<file path="src/rtl/run_cmd_ctrl.sv">
// run_cmd_ctrl: run-control sequencer between the monitor command decoder
// and cpu_status. Converts START/QUIT/STEP/BREAK commands into single-cycle
// cpu_start / quit_cmd pulses, tracks the resume PC, counts retired
// instructions for single-step, matches a hardware breakpoint, and holds a
// drain window after every quit so a new start never overlaps the pipeline
// reset propagation.
//
// Ports:
//   clk, rst_n            clock, async active-low reset
//   cmd_valid/cmd_ready   command handshake (ready low only while draining)
//   cmd_code, cmd_data    0 START(pc), 1 QUIT, 2 STEP(count), 3 BREAK({pc[31:2],0,en})
//   cmd_err               1-cycle pulse: accepted command illegal in this state
//   pc_wb, pc_wb_valid    retiring instruction PC / strobe
//   cpu_start, quit_cmd   1-cycle pulses to cpu_status
//   start_pc              resume PC
//   run_state             0 IDLE, 1 RUN, 2 STEP, 3 DRAIN
//   brk_hit               sticky: last stop caused by the breakpoint
//   step_remain           remaining single-step count
module run_cmd_ctrl #(
    parameter int unsigned STEP_W    = 16,
    parameter int unsigned DRAIN_CYC = 6
) (
    input  logic              clk,
    input  logic              rst_n,
    input  logic              cmd_valid,
    input  logic [1:0]        cmd_code,
    input  logic [31:0]       cmd_data,
    output logic              cmd_ready,
    output logic              cmd_err,
    input  logic [31:0]       pc_wb,
    input  logic              pc_wb_valid,
    output logic              cpu_start,
    output logic              quit_cmd,
    output logic [31:0]       start_pc,
    output logic [1:0]        run_state,
    output logic              brk_hit,
    output logic [STEP_W-1:0] step_remain
);

    localparam int unsigned CNT_W = (DRAIN_CYC < 2) ? 1 : $clog2(DRAIN_CYC + 1);

    typedef enum logic [1:0] {
        ST_IDLE  = 2'd0,
        ST_RUN   = 2'd1,
        ST_STEP  = 2'd2,
        ST_DRAIN = 2'd3
    } state_e;

    typedef enum logic [1:0] {
        CMD_START = 2'd0,
        CMD_QUIT  = 2'd1,
        CMD_STEP  = 2'd2,
        CMD_BREAK = 2'd3
    } cmd_e;

    state_e             state_q, state_d;
    logic [CNT_W-1:0]   cnt_q, cnt_d;
    logic [31:0]        start_pc_q, start_pc_d;
    logic [STEP_W-1:0]  step_q, step_d;
    logic [31:0]        brk_pc_q, brk_pc_d;
    logic               brk_en_q, brk_en_d;
    logic               brk_hit_q, brk_hit_d;
    logic               cpu_start_q, cpu_start_d;
    logic               quit_q, quit_d;
    logic               err_q, err_d;
    logic               ready_q, ready_d;

    logic               cmd_acc;
    logic               brk_match;
    logic               step_last;
    logic               run_stop;
    logic [STEP_W-1:0]  step_n;

    // Event decode shared by the next-state logic.
    assign cmd_acc   = cmd_valid & (state_q != ST_DRAIN);
    assign brk_match = pc_wb_valid & brk_en_q & (pc_wb == brk_pc_q);
    assign step_last = (state_q == ST_STEP) & pc_wb_valid & (step_q == STEP_W'(1));
    assign run_stop  = brk_match | (cmd_acc & (cmd_code == CMD_QUIT)) | step_last;
    assign step_n    = cmd_data[STEP_W-1:0];

    // State register and all registered outputs.
    always_ff @(posedge clk or negedge rst_n) begin
        if (!rst_n) begin
            state_q     <= ST_IDLE;
            cnt_q       <= '0;
            start_pc_q  <= '0;
            step_q      <= '0;
            brk_pc_q    <= '0;
            brk_en_q    <= 1'b0;
            brk_hit_q   <= 1'b0;
            cpu_start_q <= 1'b0;
            quit_q      <= 1'b0;
            err_q       <= 1'b0;
            ready_q     <= 1'b1;
        end else begin
            state_q     <= state_d;
            cnt_q       <= cnt_d;
            start_pc_q  <= start_pc_d;
            step_q      <= step_d;
            brk_pc_q    <= brk_pc_d;
            brk_en_q    <= brk_en_d;
            brk_hit_q   <= brk_hit_d;
            cpu_start_q <= cpu_start_d;
            quit_q      <= quit_d;
            err_q       <= err_d;
            ready_q     <= ready_d;
        end
    end

    // Next-state and pulse logic.
    always_comb begin
        state_d     = state_q;
        cnt_d       = cnt_q;
        start_pc_d  = start_pc_q;
        step_d      = step_q;
        brk_pc_d    = brk_pc_q;
        brk_en_d    = brk_en_q;
        brk_hit_d   = brk_hit_q;
        cpu_start_d = 1'b0;
        quit_d      = 1'b0;
        err_d       = 1'b0;

        unique case (state_q)
            ST_IDLE: begin
                if (cmd_acc) begin
                    unique case (cmd_code)
                        CMD_START: begin
                            start_pc_d  = cmd_data;
                            cpu_start_d = 1'b1;
                            brk_hit_d   = 1'b0;
                            state_d     = ST_RUN;
                        end
                        CMD_STEP: begin
                            // start_pc kept: stepping resumes where the last stop left off.
                            if (step_n == '0) begin
                                err_d = 1'b1;
                            end else begin
                                step_d      = step_n;
                                brk_hit_d   = 1'b0;
                                cpu_start_d = 1'b1;
                                state_d     = ST_STEP;
                            end
                        end
                        CMD_QUIT:  err_d = 1'b1;
                        CMD_BREAK: ;
                        default:   ;
                    endcase
                end
            end
            ST_RUN, ST_STEP: begin
                if (pc_wb_valid) begin
                    start_pc_d = pc_wb + 32'd4;
                    if ((state_q == ST_STEP) && (step_q != '0)) begin
                        step_d = step_q - STEP_W'(1);
                    end
                end
                if (cmd_acc && ((cmd_code == CMD_START) || (cmd_code == CMD_STEP))) begin
                    err_d = 1'b1;
                end
                // Coincident stop causes merge into a single quit pulse.
                if (run_stop) begin
                    quit_d  = 1'b1;
                    state_d = ST_DRAIN;
                    cnt_d   = CNT_W'(DRAIN_CYC);
                    if (brk_match) begin
                        brk_hit_d = 1'b1;
                    end
                end
            end
            ST_DRAIN: begin
                if (cnt_q <= CNT_W'(1)) begin
                    cnt_d   = '0;
                    state_d = ST_IDLE;
                end else begin
                    cnt_d = cnt_q - CNT_W'(1);
                end
            end
            default: state_d = ST_IDLE;
        endcase

        // BREAK is legal in every accepting state; the match above uses the old value.
        if (cmd_acc && (cmd_code == CMD_BREAK)) begin
            brk_pc_d = {cmd_data[31:2], 2'b00};
            brk_en_d = cmd_data[0];
        end
    end

    assign ready_d = (state_d != ST_DRAIN);

    assign cmd_ready   = ready_q;
    assign cmd_err     = err_q;
    assign cpu_start   = cpu_start_q;
    assign quit_cmd    = quit_q;
    assign start_pc    = start_pc_q;
    assign run_state   = state_q;
    assign brk_hit     = brk_hit_q;
    assign step_remain = step_q;

endmodule
</file>
<file path="config.mk">
export PLATFORM = sky130hd
export DESIGN_NAME = run_cmd_ctrl
export DESIGN_NICKNAME = d
export VERILOG_FILES = /design/src/rtl/run_cmd_ctrl.sv
export SDC_FILE = /design/constraint.sdc
export NUM_CORES = 1
export LEC_CHECK = 0
export BUFFER_PORTS_ARGS = -buffer_cell sky130_fd_sc_hd__buf_2
export CAP_MARGIN = 20
export CORE_MARGIN = 2
export CORE_UTILIZATION = 41
export CTS_CLUSTER_DIAMETER = 30
export CTS_CLUSTER_SIZE = 8
export DETAILED_ROUTE_END_ITERATION = 8
export PLACE_DENSITY = 0.65
export SLEW_MARGIN = 20
export SYNTH_ARGS = -nofsm -noshare
export SYNTH_HDL_FRONTEND = slang
export SYNTH_SLANG_ARGS = --single-unit
</file>
<file path="constraint.sdc">
create_clock -name clk -period 4.9 [get_ports clk]
set_input_delay 0.98 -clock clk [delete_from_list [all_inputs] [get_ports clk]]
set_output_delay 0.98 -clock clk [all_outputs]
set_load 0.02 [all_outputs]
</file>
* Yosys cells after proc, flatten, opt, wreduce, memory -nomap -nowiden
Index checks and enable logic that the tools add are counted.
Cells by class: add/sub/neg operators 3, multipliers 0, divide/modulo/power cells 0, magnitude comparators 1, equal/unequal tests 20, shift operators 0, multiplexer cells 36, bitwise operators 8, reductions and logical operators 15
Operators with widths (count):
- 32-bit 2-to-1 mux | 3
- 16-bit 2-to-1 mux | 5
- 32-bit case mux with 2 select lines | 1
- 32-bit by 3-bit adder with 32-bit output (second input constant) | 1
- 32-bit == test | 1
- 16-bit case mux with 2 select lines | 1
- 2-bit != test (second input constant) | 10
- 16-bit by 1-bit == test with 1-bit output (second input constant) | 1
- 16-bit logical NOT | 1
- 16-bit nonzero test | 1
- 16-bit by 1-bit subtractor with 16-bit output (second input constant) | 1
- 1-bit 2-to-1 mux | 12
- 6-bit AND reduction | 2
- 1-bit case mux with 2 select lines | 5
- 2-bit == test (second input constant) | 4
- 2-bit 2-to-1 mux | 4
- 1-bit bitwise AND | 6
- 3-bit 2-to-1 mux | 2
- 3-bit != test (second input constant) | 2
- 2-bit case mux with 3 select lines | 1
- 3-bit case mux with 2 select lines | 1
- 2-bit by 1-bit == test with 1-bit output (second input constant) | 2
- 2-bit logical NOT | 2
- 2-bit case mux with 2 select lines | 1
- other kinds (9) | 13
Storage, ports and cells: flip-flop bits (word level) 89, bits in latches 0, RAM bits 0, bits in read-only memories 0, input bits 70, output and inout bits 55, logic and storage cells 94, memories 0

* Logic depth before layout (Yosys ltp)
depth in word-level cells 8, depth in mapped cells 10, gate-level depth less buffers 8

* Least setup slack after synthesis
OpenSTA, ideal clock, no wires.
path kind input-to-reg, from input port pc_wb[6], to register cnt_q[2], library setup time 0.139 ns, data arrival time 2.472 ns, required time 4.761 ns, setup slack 2.290 ns, stages 7, cells stage by stage clkbuf_2 > xnor2_1 > nand4_1 > nor4_1 > and4_1 > nor3_1 > or4b_1
On the way: cells in the longest elaborated chain, start to end 6
Ends and longest elaborated chain:
- start: declaration | RTL line 30 | input logic [31:0] pc_wb,
- 32-bit == test | RTL line 76 | assign brk_match = pc_wb_valid & brk_en_q & (pc_wb == brk_pc_q);
- 1-bit bitwise AND | RTL line 76
- 1-bit OR (2 in a row) | RTL line 78 | assign run_stop = brk_match | (cmd_acc & (cmd_code == CMD_QUIT)) | step_last;
- 2-bit != test (no line)
- 2-bit AND reduction (no line)
- end signal: assignment | RTL line 97 | cnt_q <= cnt_d;
- end: declaration | RTL line 57 | logic [CNT_W-1:0] cnt_q, cnt_d;
No other way between the ends. A chain may end at the register's enable or synchronous reset.

* Final worst setup path
from input port cmd_data[11], to register step_q[9], in the netlist step_remain[9]
On the way: cells in the longest elaborated chain, start to end 3
Ends and longest elaborated chain:
- start: declaration | RTL line 27 | input logic [31:0] cmd_data,
- 16-bit logical NOT | RTL line 135 | if (step_n == '0) begin
- 2-bit != test (no line)
- 6-bit AND reduction (no line)
- end signal: assignment | RTL line 99 | step_q <= step_d;
- end: declaration | RTL line 59 | logic [STEP_W-1:0] step_q, step_d;
No other way between the ends.

==> run summary <==
async set or reset register ratio after synthesis: 1.00
CTS max path bufs: 2
GPL Wtd Cong: 0.861
CTS tree: yes
post-DR wirelength/cell: 17.9 µm
H-tree level count: 3
vias in the first global route: 4,656
Post-synth EDFFs: 0
fin nets: 743
Fillers: 1,242
number of vias per cell: 5.50
total power: 4.29 mW
synthesized net count: 631
cts hold-fix bufs: 0
initial core utilization: 0.421
Antenna Nets Post-Route: 0
dpl hpwl: 11.2 mm
Area after DPL: 0.00606 mm²
DIE HEIGHT: 118 µm
clock sink count: 89
Netlist cell types: 59
clock-pin slew on the worst setup and hold paths: 60 ps
max frequency: 313 MHz
I/O pin count: 125
Leakage: 2.83 nW
most common flop cell mapped by yosys: dfrtp_1
DRC violations left: 0
DRT iter0 DRCs: 229
Critical Path Sink Type: flip-flop
# resized after CTS: 0
P&R area growth vs syn: 20.1%
Cell Area, Synth: 0.00534 mm²
Synth area leaders: dfrtp_1 41%, mux2_2 6.5%, xnor2_1 5.6%
Die ar.: 0.0139 mm²
WP data arrival: 3430 ps
worst slew pin tran: 992 ps
setup violators final: 0
Slew HR: 0.333
gr usage total: 0.221
crit path launch type: input pin
Critical Path RT: 5130 ps
highest cell delay on the worst timing path: 750 ps
total detailed-routing wirelength: 15.0 mm
most frequent cell after synthesis: dfrtp_1
largest net degree at the start of global routing: 78
outcome: finished, final reports clean
Skew-Pair Late Insertion Delay: 350 ps
CTS buffer count: 9
# rows: 41
Post CTS Setup Buffer Count: 0
Max Clock Skew: 5.45 ps
share of cells above drive strength 1: 0.290
Vias: 4,596
Worst IR Drop VDD: 0.000384 V
TritonRoute pass-1 iters: 4
final slew viol count: 0
mean post-synth cell area: 9.78 µm²
Yosys warning total: 0
post-route clock period utilization: 0.651
HP Class: reg2reg
largest area contributor in the netlist: dfrtp_1
CP Cell Sequence: buf_2, nor4_1, nand4_1, nand3_1, a211o_1, o21ba_2, o22a_1
synthesized flop and latch total: 89
first-pass GRT wire length: 24.4 mm
post-route cell area: 0.00641 mm²
n_diodes: 0
sequential area share after synthesis: 0.417
crit path max fanout: 32
total gr overflow: 0
WS Path Type: in2reg
Synth top area share: 0.413
Final Hold Vio Count: 0
port buffer count: 124
Die W: 118 µm
Cells after Synth: 546
Slowest cell on crit path: a211o_1
PwrDens: 670 mW/mm²
Setup TNS Final: 0 ps
Clock Tree Root: clkbuf_16
crit path time final: 3190 ps
Max Cap Viol: 0
most frequent cells after synthesis: 88 x dfrtp_1, 46 x o21ai_0, 37 x nand2_1
RSZ-0062 raised after global routing: false
initial antenna violation count: 0
core area: 0.0127 mm²
-- power breakdown --
group | total, mW | switching, mW | internal, mW | leakage (nW)
sequential | 1.35 | 0.273 | 1.07 | 1.07
combinational | 2.13 | 1.33 | 0.797 | 1.60
clock | 0.813 | 0.301 | 0.512 | 0.166
total | 4.29 | 1.91 | 2.38 | 2.83
-- through the flow --
stage	hold slack [ps]	cells	setup slack (ps)	util
3_5_place_dp	460	819	1490	0.479
6_report	472	835	1710	0.506
4_1_cts	476	835	1840	0.506
5_1_grt	495	835	1600	0.506
2_1_floorplan	479	546	2290	-
3_3_place_gp	457	819	1590	0.479
-- worst paths after layout --
check                                         startpoint  slack [ps]  cells after the start                          to
worst max register to register    run_state[0]$_DFF_PN0_        2170                      8  step_remain[9]$_DFFE_PN0P_
worst min register to register  start_pc[18]$_DFFE_PN0P_         470                      2    start_pc[18]$_DFFE_PN0P_
worst min-delay path            start_pc[18]$_DFFE_PN0P_         470                      2    start_pc[18]$_DFFE_PN0P_
worst max-delay path                        cmd_data[11]        1710                      7  step_remain[9]$_DFFE_PN0P_
min in group asynchronous                          rst_n         630                      1    start_pc[21]$_DFFE_PN0P_
max in group asynchronous                          rst_n        3220                      2    start_pc[24]$_DFFE_PN0P_
-- state kept, by name (all words and copies together), names as in the netlist --
name / count
start_pc: 32
quit_cmd: 1
cmd_err: 1
brk_hit: 1
cmd_ready: 1
cnt_q: 3
cpu_start: 1
step_remain: 16
brk_pc_q: 30
run_state: 2
brk_en_q: 1
-- layout by cell type (no fill, tap or decap), types with 3 or more instances in the layout --
| cell | synthesis | final |
|---|---|---|
| dfrtp_1 | 88 | 88 |
| nor3_1 | 12 | 12 |
| a211oi_1 | 9 | 9 |
| nor2_1 | 35 | 35 |
| nand2b_1 | 3 | 3 |
| clkbuf_16 | 0 | 9 |
| or3_1 | 3 | 3 |
| nor2b_1 | 4 | 4 |
| xnor2_1 | 34 | 34 |
| mux2_2 | 31 | 31 |
| and2_1 | 3 | 3 |
| buf_2 | 3 | 123 |
| inv_1 | 17 | 17 |
| o21ai_0 | 46 | 46 |
| mux2i_1 | 8 | 8 |
| and4_1 | 4 | 4 |
| nor3b_1 | 10 | 10 |
| xor2_1 | 20 | 20 |
| nand4_1 | 14 | 14 |
| nand3_1 | 10 | 10 |
| nand2_1 | 37 | 37 |
| a21oi_1 | 31 | 31 |
| a41oi_1 | 3 | 3 |
| a31oi_1 | 11 | 11 |
| a21o_1 | 13 | 12 |
| ha_1 | 15 | 14 |
| o22a_1 | 8 | 8 |
| buf_4 | 1 | 7 |
| bufinv_16 | 0 | 3 |
| nor4_1 | 12 | 12 |
-- cell families after synthesis --
group / after synthesis / share of synthesized area
AO/OA/AOI/OAI: 140 / 0.164
XOR/XNOR: 54 / 0.0886
adder cells (fa/ha/maj): 15 / 0.0352
buffers and inverters: 47 / 0.0429
flip-flops: 89 / 0.417
multiplexers: 39 / 0.0804
AND/OR/NAND/NOR: 162 / 0.171
-- per-layer routing --
| metal | global-route usage | part of all wire |
|---|---|---|
| met4 | 0.0663 | 0.013 |
| met1 | 0.303 | 0.46 |
| met5 | 0 | 0 |
| met3 | 0.0446 | 0.056 |
| met2 | 0.353 | 0.47 |
-- final cells by class --
cell class | instances | area [µm²] | area share
clock inverters | 5 | 103 | 0.0160
inverters | 18 | 67.6 | 0.0105
repair buffers | 130 | 668 | 0.104
multi-input cells | 410 | 2880 | 0.450
well taps | 172 | 215 | 0.0336
clock buffers | 11 | 243 | 0.0379
flip-flops and latches | 89 | 2230 | 0.348
-- worst max-delay path, delay by kind of cell --
family / cells / cell delay, ps
compound gates: 3 / 1170
simple gates: 3 / 1140
buf+inv: 1 / 130
Note: power is estimated with default switching activity, not from simulation.
